$ cat src/rtl/seq_pattern_generator_if.sv
// rtl/seq_pattern_generator_if.sv - control and serial-output bundle for seq_pattern_generator
//
// Signals:
//   start     request to begin transmission (honoured only while idle)
//   abort     cancel an in-progress transmission
//   pattern   PAT_W-bit pattern, MSB sent first
//   repeat_n  number of pattern repetitions
//   P1        serial data out
//   bit_valid high while P1 carries a pattern bit
//   busy      transmission in progress
//   done      one-cycle end-of-transmission pulse
// master: the requester side; slave: the generator side.
interface seq_pattern_generator_if #(
    parameter int PAT_W = 4,
    parameter int CNT_W = 4
);
    logic             start;
    logic             abort;
    logic [PAT_W-1:0] pattern;
    logic [CNT_W-1:0] repeat_n;
    logic             P1;
    logic             bit_valid;
    logic             busy;
    logic             done;

    modport master (
        output start, abort, pattern, repeat_n,
        input  P1, bit_valid, busy, done
    );

    modport slave (
        input  start, abort, pattern, repeat_n,
        output P1, bit_valid, busy, done
    );
endinterface

$ cat src/rtl/seq_pattern_generator.sv
// rtl/seq_pattern_generator.sv - serial bit-pattern transmitter with repeat count and idle gap
//
// Ports:
//   clk    system clock, rising edge
//   reset  synchronous, active-high reset
//   bus    seq_pattern_generator_if.slave: start/abort/pattern/repeat_n in,
//          P1/bit_valid/busy/done out (all outputs registered)
// Parameters:
//   PAT_W    pattern width (>= 2)
//   CNT_W    repeat count width
//   GAP_LEN  idle cycles between repetitions (0 = back-to-back)
//   IDLE_LVL level driven on P1 when no pattern bit is being sent
module seq_pattern_generator #(
    parameter int   PAT_W    = 4,
    parameter int   CNT_W    = 4,
    parameter int   GAP_LEN  = 0,
    parameter logic IDLE_LVL = 1'b0
) (
    input  logic                     clk,
    input  logic                     reset,
    seq_pattern_generator_if.slave   bus
);

    localparam int BIT_W      = (PAT_W > 1) ? $clog2(PAT_W) : 1;
    localparam int GAP_W      = (GAP_LEN > 0) ? $clog2(GAP_LEN + 1) : 1;
    localparam int GAP_LAST_I = (GAP_LEN > 0) ? GAP_LEN - 1 : 0;

    localparam logic [BIT_W-1:0] BIT_LAST = BIT_W'(PAT_W - 1);
    localparam logic [BIT_W-1:0] BIT_ONE  = BIT_W'(1);
    localparam logic [GAP_W-1:0] GAP_LAST = GAP_W'(GAP_LAST_I);
    localparam logic [GAP_W-1:0] GAP_ONE  = GAP_W'(1);
    localparam logic [CNT_W-1:0] PASS_ONE = CNT_W'(1);

    typedef enum logic [1:0] {
        IDLE  = 2'd0,
        SHIFT = 2'd1,
        GAP   = 2'd2,
        FIN   = 2'd3
    } state_t;

    state_t state_q, state_d;

    // shreg holds the pattern with the bit currently on P1 at its MSB.
    logic [PAT_W-1:0] shreg_q, shreg_d;
    logic [PAT_W-1:0] pat_q, pat_d;
    logic [BIT_W-1:0] bit_cnt_q, bit_cnt_d;
    logic [CNT_W-1:0] pass_cnt_q, pass_cnt_d;
    logic [GAP_W-1:0] gap_cnt_q, gap_cnt_d;

    logic p1_q, p1_d;
    logic valid_q, valid_d;
    logic busy_q, busy_d;
    logic done_q, done_d;

    always_ff @(posedge clk) begin
        if (reset) begin
            state_q    <= IDLE;
            shreg_q    <= '0;
            pat_q      <= '0;
            bit_cnt_q  <= '0;
            pass_cnt_q <= '0;
            gap_cnt_q  <= '0;
            p1_q       <= IDLE_LVL;
            valid_q    <= 1'b0;
            busy_q     <= 1'b0;
            done_q     <= 1'b0;
        end else begin
            state_q    <= state_d;
            shreg_q    <= shreg_d;
            pat_q      <= pat_d;
            bit_cnt_q  <= bit_cnt_d;
            pass_cnt_q <= pass_cnt_d;
            gap_cnt_q  <= gap_cnt_d;
            p1_q       <= p1_d;
            valid_q    <= valid_d;
            busy_q     <= busy_d;
            done_q     <= done_d;
        end
    end

    // Output registers are loaded with the values belonging to the state
    // being entered, so each state's outputs appear in the cycle it occupies.
    always_comb begin
        state_d    = state_q;
        shreg_d    = shreg_q;
        pat_d      = pat_q;
        bit_cnt_d  = bit_cnt_q;
        pass_cnt_d = pass_cnt_q;
        gap_cnt_d  = gap_cnt_q;
        p1_d       = IDLE_LVL;
        valid_d    = 1'b0;
        busy_d     = 1'b0;
        done_d     = 1'b0;

        case (state_q)
            IDLE: begin
                if (bus.start && !bus.abort) begin
                    pat_d      = bus.pattern;
                    shreg_d    = bus.pattern;
                    pass_cnt_d = bus.repeat_n;
                    bit_cnt_d  = '0;
                    gap_cnt_d  = '0;
                    if (bus.repeat_n == '0) begin
                        state_d = FIN;
                        done_d  = 1'b1;
                    end else begin
                        state_d = SHIFT;
                        p1_d    = bus.pattern[PAT_W-1];
                        valid_d = 1'b1;
                        busy_d  = 1'b1;
                    end
                end
            end

            SHIFT: begin
                if (bus.abort) begin
                    state_d = IDLE;
                end else if (bit_cnt_q != BIT_LAST) begin
                    bit_cnt_d = bit_cnt_q + BIT_ONE;
                    shreg_d   = shreg_q << 1;
                    p1_d      = shreg_q[PAT_W-2];
                    valid_d   = 1'b1;
                    busy_d    = 1'b1;
                end else begin
                    // Last bit of this pass is on the line now.
                    bit_cnt_d  = '0;
                    pass_cnt_d = pass_cnt_q - PASS_ONE;
                    if (pass_cnt_q == PASS_ONE) begin
                        state_d = FIN;
                        done_d  = 1'b1;
                    end else if (GAP_LEN > 0) begin
                        state_d   = GAP;
                        gap_cnt_d = '0;
                        busy_d    = 1'b1;
                    end else begin
                        shreg_d = pat_q;
                        p1_d    = pat_q[PAT_W-1];
                        valid_d = 1'b1;
                        busy_d  = 1'b1;
                    end
                end
            end

            GAP: begin
                if (bus.abort) begin
                    state_d = IDLE;
                end else if (gap_cnt_q == GAP_LAST) begin
                    state_d   = SHIFT;
                    gap_cnt_d = '0;
                    shreg_d   = pat_q;
                    p1_d      = pat_q[PAT_W-1];
                    valid_d   = 1'b1;
                    busy_d    = 1'b1;
                end else begin
                    gap_cnt_d = gap_cnt_q + GAP_ONE;
                    busy_d    = 1'b1;
                end
            end

            FIN: begin
                // done is already on the output; abort here cannot retract it.
                state_d = IDLE;
            end

            default: begin
                state_d = IDLE;
            end
        endcase
    end

    assign bus.P1        = p1_q;
    assign bus.bit_valid = valid_q;
    assign bus.busy      = busy_q;
    assign bus.done      = done_q;

endmodule

$ cat src/flat_wrapper.sv
// flat-port wrapper written by rule: the top's interface ports become plain ports
module seq_pattern_generator_flat 
#(
    parameter int   PAT_W    = 4,
    parameter int   CNT_W    = 4,
    parameter int   GAP_LEN  = 0,
    parameter logic IDLE_LVL = 1'b0
)
  (clk, reset, bus_start, bus_abort, bus_pattern, bus_repeat_n, bus_P1, bus_bit_valid, bus_busy, bus_done);
  seq_pattern_generator_if #(.PAT_W(PAT_W), .CNT_W(CNT_W)) bus_i ();
  input  logic clk;
  input  logic reset;
  input wire logic [$bits(bus_i.start)-1:0] bus_start;
  input wire logic [$bits(bus_i.abort)-1:0] bus_abort;
  input wire logic [$bits(bus_i.pattern)-1:0] bus_pattern;
  input wire logic [$bits(bus_i.repeat_n)-1:0] bus_repeat_n;
  output wire logic [$bits(bus_i.P1)-1:0] bus_P1;
  output wire logic [$bits(bus_i.bit_valid)-1:0] bus_bit_valid;
  output wire logic [$bits(bus_i.busy)-1:0] bus_busy;
  output wire logic [$bits(bus_i.done)-1:0] bus_done;
  assign bus_i.start = bus_start;
  assign bus_i.abort = bus_abort;
  assign bus_i.pattern = bus_pattern;
  assign bus_i.repeat_n = bus_repeat_n;
  assign bus_P1 = bus_i.P1;
  assign bus_bit_valid = bus_i.bit_valid;
  assign bus_busy = bus_i.busy;
  assign bus_done = bus_i.done;
  seq_pattern_generator #(.PAT_W(PAT_W), .CNT_W(CNT_W), .GAP_LEN(GAP_LEN), .IDLE_LVL(IDLE_LVL)) u_core (.clk(clk), .reset(reset), .bus(bus_i));
endmodule
$ cat config.mk
export PLATFORM = sky130hd
export DESIGN_NAME = seq_pattern_generator_flat
export DESIGN_NICKNAME = d
export VERILOG_FILES = /design/src/rtl/seq_pattern_generator_if.sv /design/src/rtl/seq_pattern_generator.sv /design/src/flat_wrapper.sv
export SDC_FILE = /design/constraint.sdc
export NUM_CORES = 1
export LEC_CHECK = 0
export BUFFER_PORTS_ARGS = -buffer_cell sky130_fd_sc_hd__buf_4
export CAP_MARGIN = 20
export CORE_ASPECT_RATIO = 1.1
export CORE_UTILIZATION = 49
export CTS_CLUSTER_SIZE = 12
export DETAILED_ROUTE_END_ITERATION = 8
export MAX_ROUTING_LAYER = met4
export PLACE_DENSITY_LB_ADDON = 0.3
export SLEW_MARGIN = 25
export SYNTH_ARGS = -nofsm -noshare
export SYNTH_HDL_FRONTEND = slang
export SYNTH_SLANG_ARGS = --single-unit
$ cat constraint.sdc
create_clock -name clk -period 1.5 [get_ports clk]
set_input_delay 0.075 -clock clk [delete_from_list [all_inputs] [get_ports clk]]
set_output_delay 0.075 -clock clk [all_outputs]
set_load 0.01 [all_outputs]
* Word-level counts from Yosys, hierarchy flattened
Cells that the tools add are included.
** Cells by class
- Add/sub/neg operators :: 3
- Equality and inequality tests :: 14
- Mux-type cells :: 51
- Reductions and logical operators :: 13
** Operator list (number)
- two-way mux 1 bit :: 23
- two-way mux 2 bit :: 10
- two-way mux 3 bit :: 6
- two-way mux 4 bit :: 3
- != test 2 bit, second input constant :: 5
- case mux 1 bit (3 select lines) :: 3
- case mux 3 bit (3 select lines) :: 1
- case mux 2 bit (4 select lines) :: 1
- case mux 4 bit (2 select lines) :: 1
- AND reduction 4 bit :: 2
- != test 3 x 2 -> 1 bit, second input constant :: 2
- != test 3 bit, second input constant :: 2
- AND reduction 3 bit :: 2
- AND reduction 6 bit :: 1
- equality test 2 bit, second input constant :: 2
- equality test 4 x 1 -> 1 bit, second input constant :: 1
- logical NOT 4 bit :: 1
- case mux 1 bit (2 select lines) :: 2
- case mux 2 bit (2 select lines) :: 1
- nonzero test 2 bit :: 2
- subtractor 4 x 1 -> 4 bit, second input constant :: 1
- nonzero test 3 bit :: 1
- adder 2 x 1 -> 2 bit, second input constant :: 1
- equality test 2 x 1 -> 1 bit, second input constant :: 1
- other kinds (6) :: 6
** Storage, ports and cells
- Word-level logic and storage cells :: 91
- Output and inout port bits :: 4
- Bits of input ports :: 12
- Register bits :: 20

* Logic depth before layout (Yosys ltp)
Gate-level depths: netlist (run 1).
- Word-level depth :: 5
- Depth in mapped cells :: 7
- Depth with buffers taken out :: 6

* Worst setup path before layout (run 1)
OpenSTA, ideal clock, no wires.
- Path kind :: register -> register
- From :: reg u_core.state_q[1]
- To :: reg u_core.pass_cnt_q[3]
- Data required time :: 1.368 ns
- Slack :: -0.081 ns
- Data arrival time :: 1.449 ns
- Cell stages (with the launch flop) :: 8
- Path buffers :: 1
- Library setup time :: 0.132 ns
- Clock period less this slack :: 1.581 ns
- Path through :: dfxtp_1 inv_1 ha_1 buf_4 mux2i_1 nor3_2 a21boi_0 o32ai_1
** Between the ends
- Longest elaborated chain between the ends :: 3
- Elaborated cells between the ends (all ways) :: 8
- Classes of those cells :: eq/ne (4); mux (1); reduce/logical (3)
** Ends and longest elaborated chain
- start: declaration :: line seq_pattern_generator.sv:41 : state_t state_q, state_d;
- start signal: assignment :: line seq_pattern_generator.sv:68 : state_q <= state_d;
- equality test 2 x 1 -> 1 bit or logical NOT 2 bit (tied branches) :: line seq_pattern_generator.sv:95 : case (state_q)
- != test 2 bit (no source line), or another cell as far along
- AND reduction 4 bit (no source line)
- end signal: assignment :: line seq_pattern_generator.sv:72 : pass_cnt_q <= pass_cnt_d;
- end: declaration :: line seq_pattern_generator.sv:47 : logic [CNT_W-1:0] pass_cnt_q, pass_cnt_d;
Several ways; a longest one is shown, not always the timed one.
A chain may end at the register's enable or synchronous reset.

* Final worst setup path (run 1)
- From :: reg u_core.state_q[1]
- To :: reg u_core.shreg_q[2]
** Between the ends
- Longest elaborated chain between the ends :: 3
- Elaborated cells between the ends (all ways) :: 11
- Classes of those cells :: eq/ne (7); mux (1); reduce/logical (3)
** Ends and longest elaborated chain
- equality test 2 x 1 -> 1 bit, or another cell as far along :: line seq_pattern_generator.sv:95
- != test 3 x 2 -> 1 bit (no source line), or another cell as far along
- AND reduction 6 bit (no source line)
- end signal: assignment :: line seq_pattern_generator.sv:69 : shreg_q <= shreg_d;
- end: declaration :: line seq_pattern_generator.sv:44 : logic [PAT_W-1:0] shreg_q, shreg_d;
Several ways; a longest one is shown, not always the timed one.

==> results.cfg, run 1 <==
[critical_path]
cpMaxStageDelayCell = dfxtp_2
end_kind = flip-flop
startpoint_type = flip-flop
path_max_fanout = 8
max_stage_delay_ns = 0.39
crit_type = reg -> reg
crit_top_cell = buf_4
cp.arrival_ns = 1.73
crit_chain = inv_4 -> ha_4 -> buf_4 -> buf_4 -> a21o_1 -> a31oi_1 -> a211oi_1
worstPathRequired_ns = 1.69

[clock_network]
clkTransAtPathRegs_ns = 0.10
cts-htree-levels = 1
clock_path_buffers = 2
cts_root_buf = clkbuf_4
cts_made_buffers = 3
insertion_delay_ns = 0.30
cts_tree = built
cts_sinks = 18

[synth]
synth.area.top_cells = dfxtp_1, ha_1, mux2i_1
synth-seq-cells = 18
synthesis.area_sq_mm = 0.00107
ys.flop_type = dfxtp_1
async_flop_share_pct = 0
ys_warn_count = 0
synthDominantAreaCellType = dfxtp_1
avgSynthCellArea_sq_um = 8.83
netlist.area_leader.share_pct = 33.7
synth_edf_count = 0
synth_top_family_by_area = simple AND/OR/NAND/NOR gates
synth-simple-area-share_pct = 23.7
synthMuxAreaShare_pct = 5.62
synthDistinctLibCells = 39
yosysMostFrequentCell = dfxtp_1
synth-adder-area-share_pct = 8.20
syn_nets = 140
synth-xor-area-share_pct = 0.820
synth-compound-area-share_pct = 22.0
yosys-top-cells-count = dfxtp_1, nor2_1, inv_1
ys_seq_area_share_pct = 33.7
postSynthCellCount = 121

[place]
port_buffers = 15
post_dp_cell_area_sq_mm = 0.00132
dp_slack_ns = -0.160
dp_hpwl_mm = 1.85
place.gp.congestion = 0.803

[drt]
wl_mm = 2.63
vias_per_cell = 5.76
routedWlPerCell_um = 14.6
drt_first_pass_iters = 4
drtIter0Drc = 16
drc = 0
dr_total_vias = 1042
ant_nets = 0

[power]
ir_drop_uv = 977
leakagePower_nw = 0.586
powerDensity_mw_per_mm2 = 1560

[timing]
rsz0062_at_grt = true
worst_pin_slew_ns = 0.312
relSlewSlack_pct = 79.2
setup_viol = 3
slew_viol_final = 0
hold_viol = 0
period_share_pct = 102
fin_hold_ws_ns = 0.0134
max_clock_freq_mhz = 652
period_minus_slack_ns = 1.53
skew_ns = 0.00280
setup_ws_ns = -0.0326

[floorplanning]
fp.dieArea_sq_mm = 0.00237
initial_utilization_pct = 52.9
core_area_sq_mm = 0.00202
num_rows = 17
die_x_um = 46.5
die_y_um = 51.0
pin_count = 16

[final_layout]
syn_to_final_growth_pct = 37.1
drive_gt1_share_pct = 42.5
final_core_util_pct = 72.5
fillCellCount = 150
fin_nets = 174
antennaDiodeCount = 0
finalInstanceArea_sq_mm = 0.00147

[global_route]
antenna_found_initial = 0
gr-usage-all-layers_pct = 25.1
grt_max_degree = 21
grt_pass1_wl_mm = 4.11
overflow = 0
grt_pass1_vias = 961

[status]
violations = setup timing
outcome = complete, but fails checks

[min_path]
hp-class = in -> reg

[run]
drv_cap = 0
cells in the final DEF (no fill, tap or decap), types with 3 or more instances in the layout:
| master | netlist | layout |
|---|---|---|
| clkbuf_4 | 0 | 3 |
| nand2b_1 | 4 | 3 |
| ha_4 | 0 | 3 |
| dfxtp_1 | 18 | 13 |
| mux2i_1 | 6 | 5 |
| buf_4 | 2 | 35 |
| nand3_1 | 3 | 3 |
| nor2_1 | 13 | 13 |
| a31oi_1 | 3 | 3 |
| inv_1 | 9 | 6 |
| nor3_1 | 6 | 4 |
| nor3_2 | 1 | 3 |
| o21a_1 | 3 | 3 |
| nand2_1 | 6 | 6 |
| dfxtp_2 | 0 | 4 |
| a21oi_1 | 4 | 4 |
layout make-up:
cell class / count / area, sq um / share of cell area, %
multi-input cells: 88 / 739 / 50.5
clock buffers: 3 / 22.5 / 1.54
well taps: 28 / 35.0 / 2.39
repair buffers: 35 / 263 / 17.9
flip-flops and latches: 18 / 369 / 25.2
inverters: 9 / 36.3 / 2.48
flip-flops by register name, summed over array words and instances (netlist names):
signal	count
u_core.pass_cnt_q	4
u_core.pat_q	4
u_core.shreg_q	3
u_core.bit_cnt_q	2
u_core.state_q	2
u_core.bus.P1	1
u_core.bus.bit_valid	1
u_core.bus.done	1
routing by layer:
layer  GRT usage [%]  routed length (um)  vias to the layer above
met5               -                   0                        -
met3            3.53                 100                        5
met2            38.7                1290                       33
met1            29.8                1190                      504
met4            15.7                  50                        0
li1                -                   -                      500
where the power goes:
part | internal (mW) | switching, mW
clock | 0.0939 | 0.153
sequential | 0.599 | 0.100
combinational | 0.679 | 0.657
timing repair:
action,CTS,global route
gates resized for setup,8,13
hold buffers,0,0
pin swaps,4,5
setup buffers,4,2
gates cloned,0,0
setup endpoints to repair,8,13
critical path, delay by kind of cell, from the launching register on:
kind	cells	cell delay [ns]
DFF	1	0.39
adders and majority gates	1	0.19
AOI/OAI and AO/OA	3	0.51
buffers and inverters	3	0.33
path summary, 6_finish.rpt:
check / start / end / slack, ns / cells past startpoint
min reg2reg: u_core.bit_cnt_q[1]$_SDFFE_PP0P_ / u_core.bit_cnt_q[1]$_SDFFE_PP0P_ / 0.50 / 2
min: bus_pattern[3] / u_core.pat_q[3]$_SDFFE_PP0P_ / 0.01 / 3
max: u_core.state_q[1]$_SDFFE_PP0P_ / u_core.shreg_q[2]$_SDFFE_PP0P_ / -0.03 / 7
max reg2reg: u_core.state_q[1]$_SDFFE_PP0P_ / u_core.shreg_q[2]$_SDFFE_PP0P_ / -0.03 / 7
per-stage QoR:
| stage | setup TNS [ns] | std cells | total power, mW |
|---|---|---|---|
| floorplan | -0.00411 | 121 | 1.42 |
| global placement | -0.469 | 172 | 1.73 |
| detailed placement | -0.847 | 172 | 1.77 |
| CTS | -0.0623 | 179 | 2.16 |
| global route | -0.429 | 181 | 2.41 |
| finish | -0.0728 | 181 | 2.28 |
kinds of logic (layout without fill, tap and decap cells):
family | Yosys count | after routing
flops | 18 | 18
mux | 6 | 6
fa+ha+maj | 7 | 7
compound gates | 30 | 30
xor+xnor | 1 | 1
simple gates | 44 | 44
buf+inv | 15 | 47
Power figures use the tool's default switching activity.
==> inputs of run 2 (changes only) <==
- REMOVE_ABC_BUFFERS: default -> 1
==> run 2 against run 1 <==
  * The run still ends with setup timing left
  * Maximum frequency rose by 0.58%
  * Hold slack better by 0.027 ns
  * Largest power group unchanged
  * Sequential power is 1% higher
==> results.cfg, run 2 (synthesis gave the netlist of run 1 again) <==
[final_layout]
finalInstanceArea_sq_mm = 0.00154
final_common_cell = buf_4
syn_to_final_growth_pct = 43.7
layout_common_cells = buf_4, nor2_1, dfxtp_1
antennaDiodeCount = 0
drive_gt1_share_pct = 48.1
fillCellCount = 141
top_regs = u_core.pass_cnt_q: 4 flops, u_core.pat_q: 4 flops, u_core.shreg_q: 3 flops
fin_cells = 182
fin_nets = 175

[timing]
worst_pin_slew_ns = 0.342
setup_viol = 3
setup_ws_ns = -0.0237
relSlewSlack_pct = 77.2
rsz0062_at_grt = true
slew_viol_final = 0
skew_ns = 0.00831
max_clock_freq_mhz = 656
period_share_pct = 102
period_minus_slack_ns = 1.52
hold_viol = 0
fin_hold_ws_ns = 0.0401

[global_route]
gr-usage-all-layers_pct = 24.6
grt_max_degree = 21
grt_pass1_vias = 966
grt_pass1_wl_mm = 4.13
antenna_found_initial = 0
overflow = 0

[drt]
vias_per_cell = 5.54
routedWlPerCell_um = 14.7
dr_total_vias = 1008
wl_mm = 2.68
drc = 0
drt_first_pass_iters = 4
drtIter0Drc = 12
ant_nets = 0

[critical_path]
max_stage_delay_ns = 0.35
cpMaxStageDelayCell = dfxtp_2
end_kind = flip-flop
cp_top_family = buffers and inverters
startpoint_type = flip-flop
crit_buf_inv = 3
crit_type = reg -> reg
path_max_fanout = 7
cp.arrival_ns = 1.72
worstPathRequired_ns = 1.70
crit_chain = inv_2 -> ha_4 -> buf_4 -> mux2i_4 -> nor3_2 -> buf_4 -> o21a_1 -> o21a_1

[floorplanning]
pin_count = 16
die_x_um = 46.5
fp.dieArea_sq_mm = 0.00237
num_rows = 17
initial_utilization_pct = 52.9
die_y_um = 51.0
core_area_sq_mm = 0.00202

[clock_network]
cts_tree = built
ctsHoldBuffers = 0
cts_root_buf = clkbuf_4
cts-htree-levels = 1
cts_sinks = 18
insertion_delay_ns = 0.30
cts_made_buffers = 3
clock_path_buffers = 2
clkTransAtPathRegs_ns = 0.10

[place]
dp_hpwl_mm = 1.80
placed_cells = 176
place.gp.congestion = 0.949
post_dp_cell_area_sq_mm = 0.00132
port_buffers = 15

[power]
powerDensity_mw_per_mm2 = 1530
ir_drop_uv = 1060
leakagePower_nw = 0.600

[min_path]
hp-class = in -> reg

[status]
outcome = complete, but fails checks
violations = setup timing

[run]
drv_cap = 0
[run 2: area by class of cell]
| type | count | area, sq um | share of cell area (%) |
|---|---|---|---|
| multi-input combinational | 88 | 801 | 52.2 |
| inverter | 9 | 36.3 | 2.36 |
| timing repair buffer | 36 | 270 | 17.6 |
| clock buffer | 3 | 22.5 | 1.47 |
| tap | 28 | 35.0 | 2.28 |
| sequential | 18 | 370 | 24.1 |
[run 2: worst paths after layout]
| check | end | cells past startpoint | slack, ns | from |
|---|---|---|---|---|
| setup reg to reg | u_core.pass_cnt_q[0]$_SDFFE_PP0P_ | 8 | -0.02 | u_core.state_q[1]$_SDFFE_PP0P_ |
| hold / removal | u_core.pat_q[0]$_SDFFE_PP0P_ | 3 | 0.04 | bus_pattern[0] |
| setup / recovery | u_core.pass_cnt_q[0]$_SDFFE_PP0P_ | 8 | -0.02 | u_core.state_q[1]$_SDFFE_PP0P_ |
| hold reg to reg | u_core.bit_cnt_q[1]$_SDFFE_PP0P_ | 2 | 0.51 | u_core.bit_cnt_q[1]$_SDFFE_PP0P_ |
[run 2: worst min-delay path, stage by stage]
cell,delay (ns)
buf_4,0.09
mux2i_1,0.06
nor2_1,0.08
[run 2: through the flow]
stage / util (%) / setup slack, ns / power (mW) / TNS (ns)
floorplan: - / -0.191 / 1.34 / -1.22
global placement: 65.4 / -0.0997 / 1.72 / -0.554
detailed placement: 65.4 / -0.182 / 1.75 / -1.34
CTS: 70.5 / -0.0322 / 2.16 / -0.0488
global route: 76.0 / -0.0951 / 2.50 / -0.605
finish: 76.0 / -0.0237 / 2.35 / -0.0339
[run 2: per-layer routing]
metal  vias to the layer above  track usage, %  wire (um)  part of all wire [%]
li1                        503               -          -                     -
met2                        23            39.1       1270                    47
met1                       477            31.1       1290                    48
met3                         5            3.18         79                   2.9
met4                         0            8.82         40                   1.5
met5                         -               -          0                     0
[run 2: timing repair]
item / CTS / global route
setup endpoints to repair: 14 / 13
pin swaps: 6 / 6
buffers inserted: 1 / 2
resized for setup: 18 / 23
cloned: 0 / 0
[run 2: power breakdown]
part | switching [mW] | leakage, nW | internal, mW | total, mW
registers | 0.108 | 0.150 | 0.601 | 0.709
clock network | 0.146 | 0.0138 | 0.0937 | 0.240
logic | 0.693 | 0.437 | 0.706 | 1.40
